### config.mk
export PLATFORM = sky130hd
export DESIGN_NAME = hls_deadlock_monitor_param
export DESIGN_NICKNAME = d
export VERILOG_FILES = /design/src/rtl/hls_deadlock_pkg.sv /design/src/rtl/hls_deadlock_persist_filter.sv /design/src/rtl/hls_deadlock_monitor_param.sv
export SDC_FILE = /design/constraint.sdc
export NUM_CORES = 1
export LEC_CHECK = 0
export CORE_UTILIZATION = 49
export CTS_BUF_LIST = sky130_fd_sc_hd__clkbuf_2 sky130_fd_sc_hd__clkbuf_4 sky130_fd_sc_hd__clkbuf_8
export DETAILED_ROUTE_END_ITERATION = 16
export PLACE_DENSITY = 0.81
export SLEW_MARGIN = 25
export SYNTH_ARGS = -nofsm -noshare
export SYNTH_HDL_FRONTEND = slang
export SYNTH_HIERARCHICAL = 1
export SYNTH_SLANG_ARGS = --single-unit
### constraint.sdc
create_clock -name clock -period 2.9 [get_ports clock]
set_input_delay 0.58 -clock clock [delete_from_list [all_inputs] [get_ports clock]]
set_output_delay 0.58 -clock clock [all_outputs]
set_load 0.05 [all_outputs]
### src/rtl/hls_deadlock_pkg.sv
// Shared types and helpers for the HLS dataflow deadlock monitors.
package hls_deadlock_pkg;

  // Widest vector the masked reduction helper accepts; callers zero-extend.
  localparam int MASK_W = 64;

  // Widest counter supported; narrower counters slice their all-ones limit from here.
  localparam int MAX_CNT_W = 32;
  localparam logic [MAX_CNT_W-1:0] SAT_ALL_ONES = '1;

  // How child monitor flags combine: any child (single) or all children (parallel).
  typedef enum logic {
    SINGLE   = 1'b0,
    PARALLEL = 1'b1
  } mode_e;

  // True when any bit of vec is set inside mask.
  function automatic logic reduce_masked(input logic [MASK_W-1:0] vec,
                                         input logic [MASK_W-1:0] mask);
    return |(vec & mask);
  endfunction

endpackage

### src/rtl/hls_deadlock_persist_filter.sv
// Persistence filter: qualifies a candidate after THRESHOLD consecutive cycles,
// with optional sticky hold and a synchronous clear.
module hls_deadlock_persist_filter
  import hls_deadlock_pkg::*;
#(
  parameter int THRESHOLD = 1,
  parameter int CNT_W     = 8,
  parameter int STICKY    = 0
) (
  input  logic clock,
  input  logic reset,
  input  logic clear,
  input  logic cand,
  output logic qual,
  output logic block
);

  localparam logic [CNT_W-1:0] PCNT_MAX = SAT_ALL_ONES[CNT_W-1:0];
  localparam logic [CNT_W:0]   THRESH_W = (CNT_W+1)'(THRESHOLD);

  logic [CNT_W-1:0] pcnt_reg, pcnt_next;
  logic [CNT_W:0]   pcnt_inc;
  logic             block_reg, block_next;

  // Candidate run length including the current cycle, compared one bit wider
  // so a saturated counter still meets any legal threshold.
  always_comb begin
    pcnt_inc   = {1'b0, pcnt_reg} + (CNT_W+1)'(1);
    qual       = cand && (pcnt_inc >= THRESH_W);
    pcnt_next  = '0;
    if (cand) begin
      pcnt_next = (pcnt_reg == PCNT_MAX) ? PCNT_MAX : pcnt_inc[CNT_W-1:0];
    end
    block_next = (STICKY != 0) ? (block_reg | qual) : qual;
  end

  // Reset and clear both discard any partial run and drop the flag.
  always_ff @(posedge clock) begin
    if (reset || clear) begin
      pcnt_reg  <= '0;
      block_reg <= 1'b0;
    end else begin
      pcnt_reg  <= pcnt_next;
      block_reg <= block_next;
    end
  end

  assign block = block_reg;

endmodule

### src/rtl/hls_deadlock_monitor_param.sv
// Per-node HLS deadlock monitor: combines own AXIS stalls, gated child monitor
// flags and instance idle/block state into a filtered deadlock flag with debug
// snapshot and blocked-cycle count.
module hls_deadlock_monitor_param
  import hls_deadlock_pkg::*;
#(
  parameter int NUM_AXIS = 4,
  parameter int NUM_INST = 4,
  parameter int NUM_SUB  = 2,
  parameter logic [NUM_AXIS-1:0]         CUR_AXIS_MASK = 'b0001,
  parameter logic [NUM_SUB*NUM_AXIS-1:0] SUB_AXIS_MASK = 'b1000_0010,
  parameter int PAR_MODE  = 0,
  parameter int THRESHOLD = 1,
  parameter int CNT_W     = 8,
  parameter int STICKY    = 0
) (
  input  logic                clock,
  input  logic                reset,
  input  logic                clear,
  input  logic [NUM_AXIS-1:0] axis_block_sigs,
  input  logic [NUM_INST-1:0] inst_idle_sigs,
  input  logic [NUM_INST-1:0] inst_block_sigs,
  input  logic [NUM_SUB-1:0]  sub_block,
  output logic                block,
  output logic [NUM_AXIS-1:0] cause_axis,
  output logic [NUM_SUB-1:0]  cause_sub,
  output logic [CNT_W-1:0]    block_cycles
);

  localparam mode_e MODE = (PAR_MODE != 0) ? PARALLEL : SINGLE;
  localparam logic [CNT_W-1:0] CYC_MAX = SAT_ALL_ONES[CNT_W-1:0];

  logic [NUM_SUB-1:0] sub_hit;
  logic               cur, subs, inst_term, cand, qual, block_q;

  logic [NUM_AXIS-1:0] cause_axis_reg;
  logic [NUM_SUB-1:0]  cause_sub_reg;
  logic [CNT_W-1:0]    block_cycles_reg;

  // A child's flag only counts while one of its associated channels is stalled.
  genvar gi;
  generate
    for (gi = 0; gi < NUM_SUB; gi++) begin : g_sub
      assign sub_hit[gi] = sub_block[gi] &
        reduce_masked(MASK_W'(axis_block_sigs),
                      MASK_W'(SUB_AXIS_MASK[gi*NUM_AXIS +: NUM_AXIS]));
    end
  endgenerate

  // Candidate: own channel stall, child stall, or every instance idle-or-blocked
  // with at least one actually blocked (all-idle is a finished node, not a hang).
  always_comb begin
    cur       = reduce_masked(MASK_W'(axis_block_sigs), MASK_W'(CUR_AXIS_MASK));
    subs      = (MODE == PARALLEL) ? (&sub_hit) : (|sub_hit);
    inst_term = !(&inst_idle_sigs) && (|inst_block_sigs) &&
                (&(inst_block_sigs | inst_idle_sigs));
    cand      = cur | subs | inst_term;
  end

  hls_deadlock_persist_filter #(
    .THRESHOLD (THRESHOLD),
    .CNT_W     (CNT_W),
    .STICKY    (STICKY)
  ) u_filter (
    .clock (clock),
    .reset (reset),
    .clear (clear),
    .cand  (cand),
    .qual  (qual),
    .block (block_q)
  );

  // Capture what was stalled on the rising edge of block; count blocked cycles.
  always_ff @(posedge clock) begin
    if (reset || clear) begin
      cause_axis_reg   <= '0;
      cause_sub_reg    <= '0;
      block_cycles_reg <= '0;
    end else begin
      if (!block_q && qual) begin
        cause_axis_reg <= axis_block_sigs;
        cause_sub_reg  <= sub_block;
      end
      if (block_q && (block_cycles_reg != CYC_MAX)) begin
        block_cycles_reg <= block_cycles_reg + CNT_W'(1);
      end
    end
  end

  assign block        = block_q;
  assign cause_axis   = cause_axis_reg;
  assign cause_sub    = cause_sub_reg;
  assign block_cycles = block_cycles_reg;

endmodule

# == Word-level counts from Yosys, hierarchy flattened ==
# Cells that the tools add are included.
# totals
register_bits,23
input_bits,17
output_inout_bits,15
elab_cells,30
# op_classes
addsub,2
n_lt_le_gt_ge,1
n_eq_ne,2
n_mux,1
n_bitwise,6
n_reduce_logical,13
# op_table
operator,count
"adder 8 x 1 -> 9 bit, second input constant",1
">= comparator 9 x 1 -> 1 bit, second input constant",1
"adder 8 x 1 -> 8 bit, second input constant",1
"== test 8 bit, second input constant",1
2-to-1 mux 8 bit,1
"inequality test 8 bit, second input constant",1
AND reduction 4 bit,2
logical AND 1 bit,5
OR 4 bit,1
OR reduction 2 bit,2
OR reduction 4 bit,1
bitwise AND 1 bit,2
zero test 1 bit,2
OR 1 bit,2
logical OR 1 bit,1
inverter 1 bit,1

# == Longest topological paths before layout ==
# logic_depth
depth_word,7
depth_mapped,10
mapped_depth_nobuf,9

# == Modules after synthesis ==
# The synthesis kept the hierarchy.
# by_module_without_submodules
mod,n_inst,cells_per_inst,area_each_um2,seq_area_each_um2
hls_deadlock_monitor_param,1,74,665.6,280.3
hls_deadlock_persist_filter,1,59,531.8,180.2

# == Least setup slack after synthesis ==
# No wires, ideal clock.
# synth_timing
kind,reg-to-reg
from,register u_filter.pcnt_reg[0]
to,register cause_axis_reg[0] (netlist: cause_axis[0])
setup_ns,0.128
t_arrival_ns,2.191
required_time_ns,2.772
setup_slack_ns,0.581
path_stages_with_launch,11
n_path_buf,1
period_less_slack_ns,2.319
path_cell_list,dfxtp_1 -> inv_1 -> ha_1 -> or4b_1 -> o22a_1 -> a311oi_2 -> a21boi_1 -> nor2b_1 -> buf_2 -> mux2i_1 -> nor2_1
# synth_between
elab_chain_cells,4
# synth_rtl
item,line,text
"start, declared",hls_deadlock_persist_filter.sv:21,"logic [CNT_W-1:0] pcnt_reg, pcnt_next;"
"start signal, assigned",hls_deadlock_persist_filter.sv:43,pcnt_reg <= pcnt_next;
adder 8 x 1 -> 9 bit,hls_deadlock_persist_filter.sv:28,"pcnt_inc = {1'b0, pcnt_reg} + (CNT_W+1)'(1);"
>= comparator 9 x 1 -> 1 bit,hls_deadlock_persist_filter.sv:29,qual = cand && (pcnt_inc >= THRESH_W);
logical AND 1 bit,hls_deadlock_persist_filter.sv:29,
named net qual,hls_deadlock_monitor_param.sv:34,"logic cur, subs, inst_term, cand, qual, block_q;"
logical AND 1 bit,hls_deadlock_monitor_param.sv:80,if (!block_q && qual) begin
"end signal, assigned",hls_deadlock_monitor_param.sv:81,cause_axis_reg <= axis_block_sigs;
"end, declared",hls_deadlock_monitor_param.sv:36,logic [NUM_AXIS-1:0] cause_axis_reg;
# The timed path passes the listed nets, and every way through them passes these cells.
# A chain may end at the register's enable or synchronous reset.

# == Final worst setup path ==
# layout_timing
from,register u_filter.pcnt_reg[0]
to,register cause_axis_reg[3] (netlist: cause_axis[3])
# Same word-level chain as after synthesis.

==> key figures <==
Run status
  – Status: finished clean

Setup path
  – Critical path buffers and inverters: 1
  – CP max-delay cell: or4b_1
  – CP Data Required Time: 3110 ps
  – Slowest stage delay, CP: 460 ps
  – Setup CP Type: flop to flop
  – Crit Reg-Reg Startpoint: u_filter/pcnt_reg[0]
  – FF-to-FF setup slack: 410 ps
  – Critical Path Source Type: flop
  – Worst r2r dst: cause_axis[3]
  – CP endpoint kind: flop
  – Worst Path Max Fanout: 6
  – Worst reg-to-reg path cell count: 9
  – Signal arrival time at the worst endpoint: 2700 ps
  – Cell breakdown of the critical path: inv_1, ha_1, or4b_1, o22a_1, a311oi_2, a21boi_1, nor2b_1, mux2i_1, nor2_1
  – Delay-heaviest family, CP: simple AND/OR/NAND/NOR gates

Final layout
  – Share of cells above drive strength 1: 6.79%
  – Final nets: 183
  – Design Area, Final: 1540 sq um
  – Multi-input gate area: 684 sq um
  – FF+latch area: 460 sq um
  – Diodes inserted: 0
  – Synth-to-layout area growth: 28.2%
  – Filler Cell Count: 204

CTS
  – Hold buffer count at cts: 0
  – Clk sinks: 23
  – CTS tree: built
  – Post-CTS setup buffers: 0
  – Worst skew pair latency: 310 ps
  – Num CTS Buffers: 3
  – Clock buffer depth: 2
  – H-Tree Depth: 1
  – CTS Root Cell: clkbuf_4
  – Post-CTS sizing: 0
  – Reg clk slew, reported paths: 130 ps

STA
  – Clock skew: 2.71 ps
  – Fin. max-slew vios: 0
  – Hold WS: 515 ps
  – Worst-margin pin slew: 651 ps
  – Rel. slew slack: 56.5%
  – RSZ-0062 raised after global routing: no
  – Setup TNS Final: 0 ps
  – Final period util: 86.0%
  – Max Freq: 0.401 GHz
  – Tmin final: 2490 ps
  – Final hold vios: 0
  – Final Setup Violations: 0

Global routing
  – Initial antenna violation count: 0
  – Total Routing Usage GR: 21.3%
  – Vias in the first global route: 1,022
  – Total grt overflow: 0
  – First-pass GRT wire length: 4350 um
  – Pin count of the biggest net entering global routing: 13

Synthesis
  – Yosys reg bits: 23
  – Post-Synth XOR/XNOR Area: 4.39%
  – Largest family of logic cells by synthesized area: simple AND/OR/NAND/NOR gates
  – Mux share of post-synthesis cell area: 7.52%
  – Mean Syn Cell Area: 9.00 sq um
  – Seq/Total Area, Yosys: 38.5%
  – Post-Synthesis Cell Area: 1200 sq um
  – Synth Area in Compound Gates: 19.1%
  – Synth Area in Adders: 3.13%
  – Synthesized instance count: 133
  – Yosys warns: 6
  – Most used DFF post-synth: dfxtp_1
  – Async set-reset flop share out of synthesis: 0%
  – Post-synthesis simple-gate area fraction: 23.0%
  – Syn_nets: 153
  – Library cells used by synthesis: 43
  – Number of synthesized flops with an enable pin: 0

Drt
  – Antenna-violating nets left: 0
  – Wire per inst: 14.0 um
  – DRC viols: 0
  – DR vias/cell: 5.95
  – Routed via count: 1,131
  – Iter 0 DRT Violations: 27
  – TritonRoute pass-1 iters: 4
  – Routed WL: 2650 um

Placed design
  – Number of port buffers: 31
  – RD Place Congestion: 0.809
  – Dpl hpwl: 2010 um
  – Post-DP Area: 1510 sq um

Worst hold path
  – Worst Hold Launch: cause_axis[0]
  – Hold depth: 2
  – Hold Path Class: flop to flop
  – Hold worst-path end: cause_axis[0]

Flow run
  – Maximum Capacitance Violations: 0

Pwr
  – Leakage: 0.567 nW
  – Max IR drop VDD: 243 uV
  – PwrDens: 379 nW/um^2

Floorplanning
  – Initial core utilization: 53.1%
  – Die Width: 51.4 um
  – Die H: 51.4 um
  – # IOs: 32
  – Core area: 2250 sq um
  – Row count: 17
  – Die area: 2650 sq um
## synthesized netlist by cell type (2+ instances only)
master,n,area share [%]
and2_1,2,1.0
and3_1,3,1.6
inv_1,4,1.3
mux2i_1,9,7.5
and4_1,2,1.5
nand3_1,4,1.7
o21ai_0,2,0.84
nand2_1,9,2.8
a311oi_1,2,1.5
buf_2,3,1.3
xnor2_1,4,2.9
a211oi_1,3,1.9
nor3_1,3,1.3
dfxtp_1,23,38
ha_1,3,3.1
a21oi_1,13,5.4
xor2_1,2,1.5
a31oi_1,3,1.6
nand4_1,4,2.1
nor2_1,11,3.4
o22ai_1,2,1.0
## placed cells by master, fill, tap and decap left out, drive strengths merged, types with 4 or more instances in the layout
master	n
nand2	9
nand4	5
clkdlybuf4s50	31
clkbuf	4
inv	4
nor2	11
dfxtp	23
xnor2	4
a21oi	13
nand3	4
mux2i	9
and3	4
## routing by layer
layer | part of all wire, % | vias to the layer above | track usage (%)
met5 | 0 | - | 0
met2 | 50 | 31 | 37.4
met4 | 0.49 | 0 | 7.21
li1 | - | 552 | -
met1 | 46 | 546 | 26.9
met3 | 3.5 | 2 | 2.08
## worst max path at each step
| stage | slack (ps) | from | end | cells after the start |
|---|---|---|---|---|
| 6_report | 410 | u_filter/pcnt_reg[0] | cause_axis[3] | 9 |
| 5_1_grt | 260 | u_filter/pcnt_reg[0] | cause_axis[3] | 9 |
| 4_1_cts | 440 | u_filter/pcnt_reg[0] | cause_axis[3] | 9 |
| 3_5_place_dp | 220 | inst_idle_sigs[2] | cause_axis[3] | 7 |
| 3_3_place_gp | 350 | inst_idle_sigs[2] | cause_sub[1] | 7 |
| 2_1_floorplan | 580 | u_filter/pcnt_reg[0] | cause_axis[0] | 10 |
## report_power, final
group | switching, W | internal [W]
Clock | 0.0000965 | 0.0000630
Combinational | 0.0000477 | 0.0000461
Sequential | 0.00000635 | 0.000323
Total | 0.000151 | 0.000432
## worst min-delay path: cells and delay by family, from the launching register on
family / cells / cell delay [ps]
simple gates: 1 / 80
mux: 1 / 60
flops: 1 / 350
## cell type report
type	count	area share, %
inverter	4	0.978
clock buffer	4	1.96
multi-input combinational	100	44.6
timing repair buffer	31	20.2
tap	28	2.28
sequential	23	30.0
## metrics by stage
| step | utilization, % | power [W] | setup slack (ps) | instances |
|---|---|---|---|---|
| floorplan | - | 0.000389 | 581 | 133 |
| global placement | 66.8 | 0.000427 | 353 | 186 |
| detailed placement | 66.8 | 0.000429 | 223 | 186 |
| CTS | 68.1 | 0.000584 | 439 | 190 |
| global route | 68.1 | 0.000601 | 256 | 190 |
| finish | 68.1 | 0.000582 | 406 | 190 |
## cells by family after synthesis
family,Yosys count
buf+inv,10
fa+ha+maj,3
compound gates,34
mux,9
flops,23
xor+xnor,6
simple gates,48
Note: power is estimated with default switching activity, not from simulation.
